[src/rtl/uart_rx_if.sv]
// Receive-side bus of the UART receiver: parallel byte plus its frame-end
// strobes. The receiver drives it through the master modport and the
// system-side consumer reads it through the slave modport.
interface uart_rx_if #(
  parameter int DATA_WIDTH = 8
);
  logic [DATA_WIDTH-1:0] P_DATA;
  logic                  data_valid;
  logic                  par_err;
  logic                  stp_err;

  modport master (
    output P_DATA,
    output data_valid,
    output par_err,
    output stp_err
  );

  modport slave (
    input P_DATA,
    input data_valid,
    input par_err,
    input stp_err
  );
endinterface

[src/rtl/uart_rx.sv]
// UART receiver. It oversamples RX_IN at Prescale clocks per bit and
// majority-votes three mid-bit samples. It checks the start bit, the
// optional parity bit and the stop bit. At the end of each frame it raises
// one-cycle data_valid / par_err / stp_err strobes. Frame configuration is
// latched when a frame starts, so pin changes during a frame have no effect.
module uart_rx #(
  parameter int DATA_WIDTH = 8,
  parameter int PRESCALE_W = 6
) (
  input  logic                  CLK,
  input  logic                  RST,
  input  logic                  RX_IN,
  input  logic [PRESCALE_W-1:0] Prescale,
  input  logic                  PAR_EN,
  input  logic                  PAR_TYP,
  uart_rx_if.master             rx_bus
);

  localparam int BIT_W = (DATA_WIDTH > 1) ? $clog2(DATA_WIDTH) : 1;
  localparam logic [BIT_W-1:0] BIT_LAST = BIT_W'(DATA_WIDTH - 1);
  localparam logic [PRESCALE_W-1:0] ONE = PRESCALE_W'(1);

  typedef enum logic [2:0] {
    IDLE   = 3'd0,
    START  = 3'd1,
    DATA   = 3'd2,
    PARITY = 3'd3,
    STOP   = 3'd4
  } state_t;

  // Majority of three samples, so that a single-sample glitch is rejected.
  function automatic logic majority3(input logic a, input logic b, input logic c);
    return (a & b) | (a & c) | (b & c);
  endfunction

  // Even parity of a data word (XOR of all bits).
  function automatic logic even_parity(input logic [DATA_WIDTH-1:0] d);
    return ^d;
  endfunction

  state_t                  state_r, state_nxt_s;
  logic [PRESCALE_W-1:0]   edge_cnt_r;
  logic [BIT_W-1:0]        bit_cnt_r;
  logic [DATA_WIDTH-1:0]   shift_r;
  logic [PRESCALE_W-1:0]   presc_r;
  logic                    par_en_r;
  logic                    par_typ_r;
  logic [1:0]              samp_r;
  logic                    par_bad_r;
  logic                    stp_bad_r;

  logic [PRESCALE_W-1:0]   half_s;
  logic                    edge_last_s;
  logic                    mid_s;
  logic                    vote_s;
  logic                    frame_end_s;
  logic                    glitch_s;
  logic                    enter_start_s;

  // The third sample is the live line, so the vote is available at P/2+1.
  assign half_s        = {1'b0, presc_r[PRESCALE_W-1:1]};
  assign edge_last_s   = (edge_cnt_r == (presc_r - ONE));
  assign mid_s         = (edge_cnt_r == (half_s + ONE));
  assign vote_s        = majority3(samp_r[0], samp_r[1], RX_IN);
  assign frame_end_s   = (state_r == STOP) && edge_last_s;
  assign glitch_s      = (state_r == START) && mid_s && vote_s;
  // A low line at frame end starts the next frame with no lost clock.
  assign enter_start_s = !RX_IN && ((state_r == IDLE) || frame_end_s);

  // State register.
  always_ff @(posedge CLK or negedge RST) begin
    if (!RST) begin
      state_r <= IDLE;
    end else begin
      state_r <= state_nxt_s;
    end
  end

  // Next-state logic: advance on bit boundaries, abort on a false start bit.
  always_comb begin
    state_nxt_s = state_r;
    case (state_r)
      IDLE: begin
        if (!RX_IN) state_nxt_s = START;
        else        state_nxt_s = IDLE;
      end
      START: begin
        if (glitch_s)         state_nxt_s = IDLE;
        else if (edge_last_s) state_nxt_s = DATA;
        else                  state_nxt_s = START;
      end
      DATA: begin
        if (edge_last_s && (bit_cnt_r == BIT_LAST)) begin
          if (par_en_r) state_nxt_s = PARITY;
          else          state_nxt_s = STOP;
        end else begin
          state_nxt_s = DATA;
        end
      end
      PARITY: begin
        if (edge_last_s) state_nxt_s = STOP;
        else             state_nxt_s = PARITY;
      end
      STOP: begin
        if (edge_last_s) begin
          if (RX_IN) state_nxt_s = IDLE;
          else       state_nxt_s = START;
        end else begin
          state_nxt_s = STOP;
        end
      end
      default: state_nxt_s = IDLE;
    endcase
  end

  // Datapath: counters, config latch, sampling, shift register, error flags, strobes.
  always_ff @(posedge CLK or negedge RST) begin
    if (!RST) begin
      edge_cnt_r        <= '0;
      bit_cnt_r         <= '0;
      shift_r           <= '0;
      presc_r           <= PRESCALE_W'(8);
      par_en_r          <= 1'b0;
      par_typ_r         <= 1'b0;
      samp_r            <= 2'b11;
      par_bad_r         <= 1'b0;
      stp_bad_r         <= 1'b0;
      rx_bus.P_DATA     <= '0;
      rx_bus.data_valid <= 1'b0;
      rx_bus.par_err    <= 1'b0;
      rx_bus.stp_err    <= 1'b0;
    end else begin
      rx_bus.data_valid <= 1'b0;
      rx_bus.par_err    <= 1'b0;
      rx_bus.stp_err    <= 1'b0;

      // Edge/bit counting; every new frame starts from edge 0, bit 0.
      if (enter_start_s) begin
        presc_r    <= Prescale;
        par_en_r   <= PAR_EN;
        par_typ_r  <= PAR_TYP;
        par_bad_r  <= 1'b0;
        stp_bad_r  <= 1'b0;
        edge_cnt_r <= '0;
        bit_cnt_r  <= '0;
      end else if ((state_r == IDLE) || glitch_s || edge_last_s) begin
        edge_cnt_r <= '0;
        if ((state_r == DATA) && edge_last_s) bit_cnt_r <= bit_cnt_r + BIT_W'(1);
        else                                  bit_cnt_r <= bit_cnt_r;
      end else begin
        edge_cnt_r <= edge_cnt_r + ONE;
      end

      // First two mid-bit samples; the third is taken live by the vote.
      if (state_r != IDLE) begin
        if (edge_cnt_r == (half_s - ONE)) samp_r[0] <= RX_IN;
        else                              samp_r[0] <= samp_r[0];
        if (edge_cnt_r == half_s)         samp_r[1] <= RX_IN;
        else                              samp_r[1] <= samp_r[1];
      end else begin
        samp_r <= samp_r;
      end

      // Act on the voted bit value once per bit.
      if (mid_s) begin
        case (state_r)
          DATA:    shift_r   <= {vote_s, shift_r[DATA_WIDTH-1:1]};
          PARITY:  par_bad_r <= vote_s != (even_parity(shift_r) ^ par_typ_r);
          STOP:    stp_bad_r <= !vote_s;
          default: shift_r   <= shift_r;
        endcase
      end else begin
        shift_r <= shift_r;
      end

      // Frame end: publish the byte only when the frame is clean.
      if (frame_end_s) begin
        rx_bus.data_valid <= !par_bad_r && !stp_bad_r;
        rx_bus.par_err    <= par_bad_r;
        rx_bus.stp_err    <= stp_bad_r;
        if (!par_bad_r && !stp_bad_r) rx_bus.P_DATA <= shift_r;
        else                          rx_bus.P_DATA <= rx_bus.P_DATA;
      end else begin
        rx_bus.P_DATA <= rx_bus.P_DATA;
      end
    end
  end

endmodule

[src/flat_wrapper.sv]
// flat-port wrapper written by rule: the top's interface ports become plain ports
module uart_rx_flat 
#(
  parameter int DATA_WIDTH = 8,
  parameter int PRESCALE_W = 6
)
  (CLK, RST, RX_IN, Prescale, PAR_EN, PAR_TYP, rx_bus_P_DATA, rx_bus_data_valid, rx_bus_par_err, rx_bus_stp_err);
  uart_rx_if #(.DATA_WIDTH(DATA_WIDTH)) rx_bus_i ();
  input  logic CLK;
  input  logic RST;
  input  logic RX_IN;
  input  logic [PRESCALE_W-1:0] Prescale;
  input  logic PAR_EN;
  input  logic PAR_TYP;
  output wire logic [$bits(rx_bus_i.P_DATA)-1:0] rx_bus_P_DATA;
  output wire logic [$bits(rx_bus_i.data_valid)-1:0] rx_bus_data_valid;
  output wire logic [$bits(rx_bus_i.par_err)-1:0] rx_bus_par_err;
  output wire logic [$bits(rx_bus_i.stp_err)-1:0] rx_bus_stp_err;
  assign rx_bus_P_DATA = rx_bus_i.P_DATA;
  assign rx_bus_data_valid = rx_bus_i.data_valid;
  assign rx_bus_par_err = rx_bus_i.par_err;
  assign rx_bus_stp_err = rx_bus_i.stp_err;
  uart_rx #(.DATA_WIDTH(DATA_WIDTH), .PRESCALE_W(PRESCALE_W)) u_core (.CLK(CLK), .RST(RST), .RX_IN(RX_IN), .Prescale(Prescale), .PAR_EN(PAR_EN), .PAR_TYP(PAR_TYP), .rx_bus(rx_bus_i));
endmodule
[config.mk]
export PLATFORM = sky130hd
export DESIGN_NAME = uart_rx_flat
export DESIGN_NICKNAME = d
export VERILOG_FILES = /design/src/rtl/uart_rx_if.sv /design/src/rtl/uart_rx.sv /design/src/flat_wrapper.sv
export SDC_FILE = /design/constraint.sdc
export NUM_CORES = 1
export LEC_CHECK = 0
export CORE_MARGIN = 1.5
export CORE_UTILIZATION = 26
export CTS_BUF_LIST = sky130_fd_sc_hd__clkbuf_8
export CTS_CLUSTER_SIZE = 30
export DETAILED_ROUTE_END_ITERATION = 8
export MAX_ROUTING_LAYER = met4
export PLACE_DENSITY = 0.55
export SLEW_MARGIN = 30
export SYNTH_ARGS = -nofsm -noshare
export SYNTH_HDL_FRONTEND = slang
export SYNTH_SLANG_ARGS = --single-unit
export TNS_END_PERCENT = 10
[constraint.sdc]
create_clock -name CLK -period 2.1 [get_ports CLK]
set_input_delay 0.63 -clock CLK [delete_from_list [all_inputs] [get_ports CLK]]
set_output_delay 0.63 -clock CLK [all_outputs]
set_load 0.05 [all_outputs]
==> flow_metrics.env, run 1 <==
export IMPL_synth_compound_area_share_pct=11.3
export IMPL_fmax_ghz=0.475
export IMPL_synth_top_area_share_pct=40.5
export IMPL_synthAdderAreaFrac_pct=3.95
export IMPL_numCtsBuffers=5
export IMPL_failed_checks="negative setup slack"
export IMPL_grt_overflow=0
export IMPL_syn_to_final_growth_pct=39.6
export IMPL_synth_seq_area_share_pct=43.7
export IMPL_worstPathArrival_ns=2.29
export IMPL_cts_max_level=2
export IMPL_vias_per_cell=4.53
export IMPL_slew_headroom_pct=63.2
export IMPL_ys_types=53
export IMPL_power_density_nw_per_um2=1540
export IMPL_grt_pass1_vias=1948
export IMPL_async_reset_ff_share_pct=100
export IMPL_layout_setup_ws_ns=-0.00701
export IMPL_clk_latency_ns=0.30
export IMPL_ios=22
export IMPL_syn_inst=215
export IMPL_max_vdd_ir_drop_uv=682
export IMPL_min_period_over_period_pct=100
export IMPL_final_util_pct=37.3
export IMPL_finalWirelength_um=5590
export IMPL_cts_clk_slew_worst_paths_ns=0.08
export IMPL_drtAntennaViolNets=0
export IMPL_synth_common_cells="40 x dfrtp_1, 18 x xnor2_1, 11 x xor2_1"
export IMPL_design_area_um2=3450
export IMPL_wl_per_cell_um=13.9
export IMPL_cts_tree="yes"
export IMPL_track_usage_pct=12.8
export IMPL_regArea_um2=1080
export IMPL_nets=291
export IMPL_worst_clock_skew_ns=0.00836
export IMPL_drc=0
export IMPL_gp_congestion=0.797
export IMPL_clockBufferDepth=2
export IMPL_worstPathMaxFanout=4
export IMPL_drt_iter0_drc=85
export IMPL_start_util_pct=26.7
export IMPL_drv_cap=0
export IMPL_synth_edff_count=0
export IMPL_hold_violations=0
export IMPL_holdWs_ns=0.400
export IMPL_holdCritPathClass="primary input to asynchronous set/reset pin"
export IMPL_yosys_area_share_simple_pct=13.1
export IMPL_drt_pass1_iterations=4
export IMPL_p_leak_nw=1.53
export IMPL_ys_top_cells_by_area="dfrtp_1 41%, xnor2_1 6.4%, mux2_4 4.9%"
export IMPL_num_vias=1827
export IMPL_multi_input_area_um2=1550
export IMPL_place_inst=391
export IMPL_cts_sinks=43
export IMPL_ys_warn_count=0
export IMPL_post_synth_top_count_cell="dfrtp_1"
export IMPL_hpwl_um=4070
export IMPL_worstMarginPinSlew_ns=0.552
export IMPL_die_y_um=100
export IMPL_synth_area_per_cell_um2=11.5
export IMPL_synthMuxAreaShare_pct=13.1
export IMPL_grt_start_max_net_pins=44
export IMPL_placed_area_um2=3090
export IMPL_antenna_found_initial=0
export IMPL_endpoint_kind="flip-flop"
export IMPL_yosysTopAreaCell="dfrtp_1"
export IMPL_n_fill_cell=894
export IMPL_grt_pass1_wl_um=9800
export IMPL_crit_type="flip-flop to flip-flop"
export IMPL_setup_viol=1
export IMPL_fp_coreArea_um2=9240
export IMPL_syn_nets=233
export IMPL_preCtsSetupSlack_ns=-0.381
export IMPL_required_ns=2.28
export IMPL_drive_gt1_share_pct=45.3
export IMPL_die_area_um2=10100
export IMPL_startpoint_type="flip-flop"
export IMPL_stdcell_count=403
export IMPL_diodes=0
export IMPL_synth_seq_cells=43
export IMPL_run_status="complete, but fails checks"
export IMPL_synth_top_family_by_area="simple AND/OR/NAND/NOR gates"
export IMPL_slew_viol_final=0
export IMPL_fin_crit_ns=2.11
export IMPL_clock_root_buffer="clkbuf_8"
export IMPL_synth_ff_type="dfrtp_1"
export IMPL_rsz0062_at_grt="true"
export IMPL_synth_xor_area_share_pct=11.9
export IMPL_io_buffers=21
export IMPL_fp_row_count=35
export IMPL_dieWidth_um=100
export IMPL_syn_area_um2=2470
-- power by group --
part | total [mW] | switching [mW] | internal (mW)
clock | 0.751 | 0.281 | 0.470
combinational | 3.19 | 1.55 | 1.65
sequential | 1.37 | 0.294 | 1.08
-- cell families (layout without fill, tap and decap cells) --
family          after synthesis  in the layout
fa+ha+maj                     8              8
flops                        43             43
mux                          26             26
buf+inv                      17             76
simple gates                 54             54
compound gates               36             36
xor+xnor                     31             31
-- cell type report --
type	count	area share, %
inverters	7	0.835
clock buffers	5	2.00
clock inverters	3	1.85
flip-flops and latches	43	31.4
well taps	129	4.68
repair buffers	61	14.4
multi-input cells	155	44.8
-- state kept, by name, indices dropped and copies added (netlist names) --
| name | count |
|---|---|
| u_core.stp_bad_r | 1 |
| u_core.rx_bus.P_DATA | 8 |
| u_core.rx_bus.stp_err | 1 |
| u_core.rx_bus.data_valid | 1 |
| u_core.presc_r | 6 |
| u_core.edge_cnt_r | 6 |
| u_core.par_en_r | 1 |
| u_core.state_r | 3 |
| u_core.par_typ_r | 1 |
| u_core.shift_r | 8 |
| u_core.rx_bus.par_err | 1 |
| u_core.bit_cnt_r | 3 |
| u_core.par_bad_r | 1 |
| u_core.samp_r | 2 |
-- critical path, stage by stage, from the launching register on --
cell and delay, ns:
dfrtp_2 0.45, ha_2 0.22, and2_1 0.16, o21ai_1 0.19, a31oi_4 0.15, or4_1 0.50, a221o_1 0.32
-- routing by layer --
metal | routed length (um) | GRT usage [%]
met1 | 2640 | 16.1
met2 | 2730 | 21.3
met3 | 139 | 1.94
met4 | 78 | 4.12
met5 | 0 | -
-- final timing paths --
kind | slack, ns | startpoint | depth (start not counted) | endpoint
min in group CLK | 0.52 | u_core.rx_bus.P_DATA[6] | 1 | u_core.rx_bus.P_DATA[6]
hold reg to reg | 0.52 | u_core.rx_bus.P_DATA[6] | 1 | u_core.rx_bus.P_DATA[6]
hold / removal | 0.40 | RST | 2 | u_core.rx_bus.P_DATA[4]
max in group asynchronous | 1.29 | RST | 2 | u_core.presc_r[2]
setup / recovery | -0.007 | u_core.presc_r[2] | 6 | u_core.state_r[0]
setup reg to reg | -0.007 | u_core.presc_r[2] | 6 | u_core.state_r[0]
-- through the flow --
step / setup TNS (ns) / power (mW)
final: -0.00701 / 5.31
after global routing: -2.13 / 5.72
after CTS: -0.0872 / 5.19
after detailed placement: -7.84 / 4.07
after global placement: -7.44 / 4.04
after floorplan: -0.785 / 3.11
-- placed cells by master (no fill, tap or decap), types with 2 or more instances in the layout --
| cell type | count |
|---|---|
| nor3_1 | 3 |
| o31ai_2 | 5 |
| and3_1 | 2 |
| or3_1 | 4 |
| xor2_1 | 11 |
| mux2_4 | 16 |
| mux2_2 | 10 |
| bufinv_16 | 2 |
| nand2_1 | 7 |
| buf_4 | 46 |
| buf_6 | 3 |
| buf_2 | 2 |
| o2bb2ai_1 | 2 |
| clkbuf_8 | 5 |
| and2_1 | 4 |
| or4_1 | 2 |
| a211oi_1 | 5 |
| clkdlybuf4s50_1 | 8 |
| xnor2_1 | 15 |
| o31ai_1 | 2 |
| dfrtp_1 | 39 |
| nand2_2 | 2 |
| nand4_1 | 2 |
| o21ai_1 | 4 |
| xnor2_2 | 4 |
| ha_1 | 3 |
| nor2_1 | 8 |
| inv_1 | 6 |
| a21oi_1 | 3 |
| nor4_1 | 2 |
| nand3_1 | 4 |
| ha_4 | 3 |
| dfstp_2 | 3 |
-- repair_timing --
action	in CTS	in global routing
endpoints found under the setup margin	40	41
pin swaps	6	2
gates resized for setup	28	14
hold buffers	0	0
buffers inserted	3	2
Note: power is estimated with default switching activity, not from simulation.
==> run 2: changes to the inputs <==
Settings changed: DONT_BUFFER_PORTS set to 1, PLACE_DENSITY 0.55 to 0.47.
==> run 2 against run 1 <==
- the flow still finishes with violations (negative setup slack)
- flip-flop and latch count did not move
- cell count fell by 4.7%
- register-to-register slack got worse by 0.06 ns
- total power fell by 2.1%
- clock power fell by 24%
- combinational power rose by 2%
- global-route usage rose by 0.48 points
- core utilization fell by 1.4 points
- setup slack got worse by 0.056 ns
- first-iteration DRC count fell by 28%
- worst hold slack got worse by 0.27 ns
- die area did not move
- critical path type unchanged
==> flow_metrics.env, run 2 (synthesis gave the netlist of run 1 again) <==
export IMPL_drive_gt1_share_pct=46.3
export IMPL_cts_tree="yes"
export IMPL_clk_latency_ns=0.30
export IMPL_worst_clock_skew_ns=0.0104
export IMPL_track_usage_pct=13.3
export IMPL_run_status="complete, but fails checks"
export IMPL_power_density_nw_per_um2=1570
export IMPL_fp_row_count=35
export IMPL_setup_tns_ns=-0.601
export IMPL_diodes=0
export IMPL_clock_root_buffer="clkbuf_8"
export IMPL_hpwl_um=4130
export IMPL_syn_to_final_growth_pct=34.4
export IMPL_final_common_cell="dfrtp_1"
export IMPL_combPwrFrac_pct=62.3
export IMPL_critPathBufInv=2
export IMPL_required_ns=2.30
export IMPL_slew_viol_final=0
export IMPL_cts_sinks=43
export IMPL_start_util_pct=26.7
export IMPL_grt_pass1_vias=1970
export IMPL_r2r_setup_slack_ns=-0.06
export IMPL_r2r_start="u_core.presc_r[1]"
export IMPL_antenna_found_initial=0
export IMPL_die_area_um2=10100
export IMPL_gp_congestion=0.760
export IMPL_holdCritPathClass="primary input to asynchronous set/reset pin"
export IMPL_numCtsBuffers=5
export IMPL_worstPathArrival_ns=2.36
export IMPL_grt_overflow=0
export IMPL_vias_per_cell=4.67
export IMPL_worstMarginPinSlew_ns=0.767
export IMPL_fmax_ghz=0.462
export IMPL_min_period_over_period_pct=103
export IMPL_final_cell_mix="37 x dfrtp_1, 33 x buf_4, 16 x mux2_4"
export IMPL_fp_coreArea_um2=9240
export IMPL_io_buffers=0
export IMPL_layout_setup_ws_ns=-0.0629
export IMPL_cts_max_level=2
export IMPL_cts_clk_slew_worst_paths_ns=0.10
export IMPL_worstPathMaxFanout=4
export IMPL_ios=22
export IMPL_p_leak_nw=1.44
export IMPL_startpoint_type="flip-flop"
export IMPL_path_cells="inv_4 -> ha_4 -> xnor2_4 -> a211oi_4 -> o211ai_4 -> a21oi_4 -> buf_6 -> mux2_4"
export IMPL_nets=272
export IMPL_timing_rr_end="u_core.presc_r[5]"
export IMPL_endpoint_kind="flip-flop"
export IMPL_drt_pass1_iterations=3
export IMPL_drt_iter0_drc=61
export IMPL_drtAntennaViolNets=0
export IMPL_place_inst=368
export IMPL_drc=0
export IMPL_num_vias=1793
export IMPL_slowest_delay_ns=0.46
export IMPL_p_int_mw=3.01
export IMPL_stdcell_count=384
export IMPL_critical_path_top_delay_family="compound AO/OA/AOI/OAI gates"
export IMPL_clkPwrFrac_pct=10.9
export IMPL_hold_violations=0
export IMPL_seqPwrFrac_pct=26.7
export IMPL_fin_crit_ns=2.16
export IMPL_wl_per_cell_um=15.5
export IMPL_p_sw_mw=2.19
export IMPL_reg_top3="u_core.rx_bus.P_DATA (8), u_core.shift_r (8)"
export IMPL_grt_start_max_net_pins=26
export IMPL_slowest_stage="dfrtp_2"
export IMPL_finalWirelength_um=5960
export IMPL_grt_pass1_wl_um=9900
export IMPL_crit_type="flip-flop to flip-flop"
export IMPL_ff2ff_path_depth=8
export IMPL_dieWidth_um=100
export IMPL_clockBufferDepth=2
export IMPL_drv_cap=0
export IMPL_max_vdd_ir_drop_uv=489
export IMPL_setup_viol=19
export IMPL_rsz0062_at_grt="true"
export IMPL_die_y_um=100
export IMPL_p_sw_share_pct=42.2
export IMPL_slew_headroom_pct=48.7
export IMPL_failed_checks="negative setup slack"
==> run 2: cell type report <==
cell class / count / area (um2)
clock inverter: 3 / 26.3
timing repair buffer: 42 / 365
clock buffer: 5 / 68.8
multi-input combinational: 155 / 1580
fill: 915 / 5920
tap: 129 / 161
inverter: 7 / 31.3
sequential: 43 / 1080
==> run 2: per-layer routing <==
layer	part of all wire [%]	vias to the layer above	wire (um)	global-route usage, %
li1	-	848	-	-
met2	49	33	2930	21.2
met1	44	895	2640	16.5
met3	3.0	17	176	2.08
met4	3.7	0	218	6.39
met5	0	-	0	-
==> run 2: worst max-delay path by stage <==
stage                       from                 endpoint  slack [ns]  cells past startpoint
2_1_floorplan  u_core.presc_r[1]  u_core.rx_bus.P_DATA[0]       -0.05                      7
5_1_grt        u_core.presc_r[3]         u_core.stp_bad_r       -0.13                      7
3_5_place_dp   u_core.presc_r[2]        u_core.shift_r[1]       -0.17                      6
3_3_place_gp   u_core.presc_r[2]        u_core.shift_r[5]       -0.15                      6
4_1_cts        u_core.presc_r[1]        u_core.presc_r[5]       -0.06                      8
6_report       u_core.presc_r[1]        u_core.presc_r[5]       -0.06                      8
==> run 2: repair_timing <==
item                                   in CTS  in global routing
hold buffers                                1                  1
pin swaps                                  10                  6
gates cloned                                0                  0
gates resized for setup                    34                 17
setup endpoints to repair                  40                 41
buffers inserted                            6                  1
endpoints found under the hold margin      25                 15
==> run 2: power by group through the flow <==
stage	combinational [mW]	clock [mW]	sequential [mW]
after floorplan	1.84	0	1.27
after global placement	2.51	0	1.37
after detailed placement	2.50	0	1.37
after CTS	3.08	0.599	1.38
after global routing	3.53	0.624	1.43
final	3.24	0.569	1.39
==> run 2: stage by stage <==
step	hold WS, ns	util [%]	worst slack, ns	cell area (um2)	power (mW)
after global placement	0.335	31.4	-0.154	2900	3.88
after CTS	0.00304	34.9	-0.0624	3230	5.06
final	0.129	35.9	-0.0629	3320	5.20
after detailed placement	0.335	31.4	-0.172	2900	3.87
after global routing	0.126	35.9	-0.131	3320	5.59
after floorplan	0.334	-	-0.0521	2540	3.11
==> run 2: worst reg2reg max path, delay by kind of cell (launching register included) <==
kind            cells  cell delay, ns
compound gates      3            0.67
flops               1            0.46
mux                 1            0.29
buf+inv             2            0.28
fa+ha+maj           1            0.23
xor+xnor            1            0.13
==> run 3: changes to the inputs <==
Settings changed: PLACE_DENSITY 0.47 to 0.48.
Clock period 2.1 ns to 1.9 ns, I/O delays scaled along.
==> run 3 against run 2 <==
- the run still ends with negative setup slack left
- clock skew rose by 0.0041 ns
- design area fell by 1.5%
- via count fell by 2.3%
- worst hold slack got worse by 0.039 ns
- sequential power rose by 6%
- die area did not move
- critical path type unchanged
- critical endpoint is now u_core.rx_bus.P_DATA[7]
==> flow_metrics.env, run 3 (synthesis gave the netlist of run 1 again) <==
export IMPL_run_status="complete, but fails checks"
export IMPL_failed_checks="negative setup slack"
export IMPL_slowest_delay_ns=0.42
export IMPL_die_area_um2=10100
export IMPL_placed_area_um2=2950
export IMPL_io_buffers=0
export IMPL_reg_top3="u_core.rx_bus.P_DATA (8), u_core.shift_r (8)"
export IMPL_min_period_over_period_pct=110
export IMPL_grt_pass1_vias=1842
export IMPL_final_cell_mix="39 x buf_4, 39 x dfrtp_1, 15 x xnor2_1"
export IMPL_hold_violations=0
export IMPL_ios=22
export IMPL_rsz0062_at_grt="true"
export IMPL_holdCritPathClass="primary input to asynchronous set/reset pin"
export IMPL_critPathBufInv=2
export IMPL_track_usage_pct=12.8
export IMPL_worstPathMaxFanout=9
export IMPL_worstPathArrival_ns=2.27
export IMPL_slew_headroom_pct=68.4
export IMPL_worstMarginPinSlew_ns=0.474
export IMPL_n_fill_cell=930
export IMPL_cts_sinks=43
export IMPL_diodes=0
export IMPL_setup_viol=39
export IMPL_finalWirelength_um=5750
export IMPL_clockBufferDepth=2
export IMPL_p_leak_nw=1.45
export IMPL_regArea_um2=1080
export IMPL_die_y_um=100
export IMPL_critical_path_top_delay_family="compound AO/OA/AOI/OAI gates"
export IMPL_layout_setup_ws_ns=-0.182
export IMPL_cts_tree="yes"
export IMPL_drt_pass1_iterations=4
export IMPL_required_ns=2.09
export IMPL_clock_root_buffer="clkbuf_8"
export IMPL_syn_to_final_growth_pct=32.4
export IMPL_grt_start_max_net_pins=41
export IMPL_power_mw=5.59
export IMPL_startpoint_type="flip-flop"
export IMPL_fin_crit_ns=2.08
export IMPL_vias_per_cell=4.50
export IMPL_slew_viol_final=0
export IMPL_multi_input_area_um2=1490
export IMPL_hpwl_um=4140
export IMPL_design_area_um2=3270
export IMPL_drc=0
export IMPL_fp_row_count=35
export IMPL_drv_cap=0
export IMPL_nets=277
export IMPL_numCtsBuffers=5
export IMPL_endpoint_kind="flip-flop"
export IMPL_clk_latency_ns=0.31
export IMPL_gp_congestion=0.789
export IMPL_worst_clock_skew_ns=0.0144
export IMPL_wl_per_cell_um=14.8
export IMPL_grt_pass1_wl_um=9690
export IMPL_crit_type="flip-flop to flip-flop"
export IMPL_drtAntennaViolNets=0
export IMPL_cts_max_level=2
export IMPL_start_util_pct=26.7
export IMPL_slowest_stage="dfrtp_1"
export IMPL_max_vdd_ir_drop_uv=541
export IMPL_drt_iter0_drc=54
export IMPL_drive_gt1_share_pct=43.1
export IMPL_fp_coreArea_um2=9240
export IMPL_num_vias=1751
export IMPL_power_density_nw_per_um2=1710
export IMPL_fmax_ghz=0.480
export IMPL_grt_overflow=0
export IMPL_final_util_pct=35.4
export IMPL_cts_clk_slew_worst_paths_ns=0.10
export IMPL_antenna_found_initial=0
export IMPL_dieWidth_um=100
export IMPL_path_cells="inv_2 -> ha_1 -> xnor2_1 -> a211oi_2 -> o211a_1 -> nand4_1 -> buf_12 -> mux2_2"
## run 3: cell types whose count changed in the layout (fill, tap and decap cells not counted), sizes merged
cell / before / now
inv: 9 / 10
clkinv: 1 / 0
dlygate4sd3: 1 / 0
buf: 41 / 47
## run 3: path summary, 6_finish.rpt
path / from / end / slack, ns / depth (start not counted)
worst min-delay path: RST / u_core.rx_bus.P_DATA[5] / 0.09 / 1
worst max register to register: u_core.presc_r[1] / u_core.rx_bus.P_DATA[7] / -0.18 / 8
worst max-delay path: u_core.presc_r[1] / u_core.rx_bus.P_DATA[7] / -0.18 / 8
min in group CLK: PAR_EN / u_core.par_en_r / 0.40 / 1
max in group asynchronous: RST / u_core.presc_r[2] / 1.58 / 1
worst min register to register: u_core.par_en_r / u_core.par_en_r / 0.53 / 1
## run 3: final cells by class
type	count	share of cell area (%)
clock inverter	3	0.803
timing repair buffer	47	12.8
multi-input combinational	155	45.4
sequential	43	33.1
clock buffer	5	2.10
tap	129	4.93
inverter	7	0.880
## run 3: layer usage
| metal | track usage (%) | up-vias | share of wire, % |
|---|---|---|---|
| li1 | - | 856 | - |
| met1 | 16.0 | 860 | 45 |
| met2 | 20.8 | 25 | 49 |
| met3 | 2.64 | 10 | 3.9 |
| met4 | 3.90 | 0 | 1.6 |
| met5 | - | - | 0 |
## run 3: power breakdown
part           leakage (nW)  switching (mW)  internal [mW]
Sequential            0.561           0.278           1.19
Combinational         0.836            1.67           1.84
Clock                0.0495           0.348          0.273
## run 3: through the flow
stage          hold WS (ns)  worst slack, ns  setup TNS, ns  instances
6_report             0.0904           -0.182          -4.94        389
5_1_grt              0.0841           -0.317          -9.46        389
4_1_cts              0.0947           -0.214          -6.45        387
2_1_floorplan         0.274           -0.252          -5.68        215
3_5_place_dp          0.275           -0.367         -11.16        372
3_3_place_gp          0.276           -0.330         -10.31        372
## run 3: what timing repair did
| item | CTS | global route |
|---|---|---|
| pin swaps | 6 | 2 |
| buffers inserted | 6 | 2 |
| endpoints found under the hold margin | 40 | 0 |
| endpoints found under the setup margin | 40 | 43 |
| gates resized for setup | 19 | 14 |
| hold buffers | 1 | 0 |
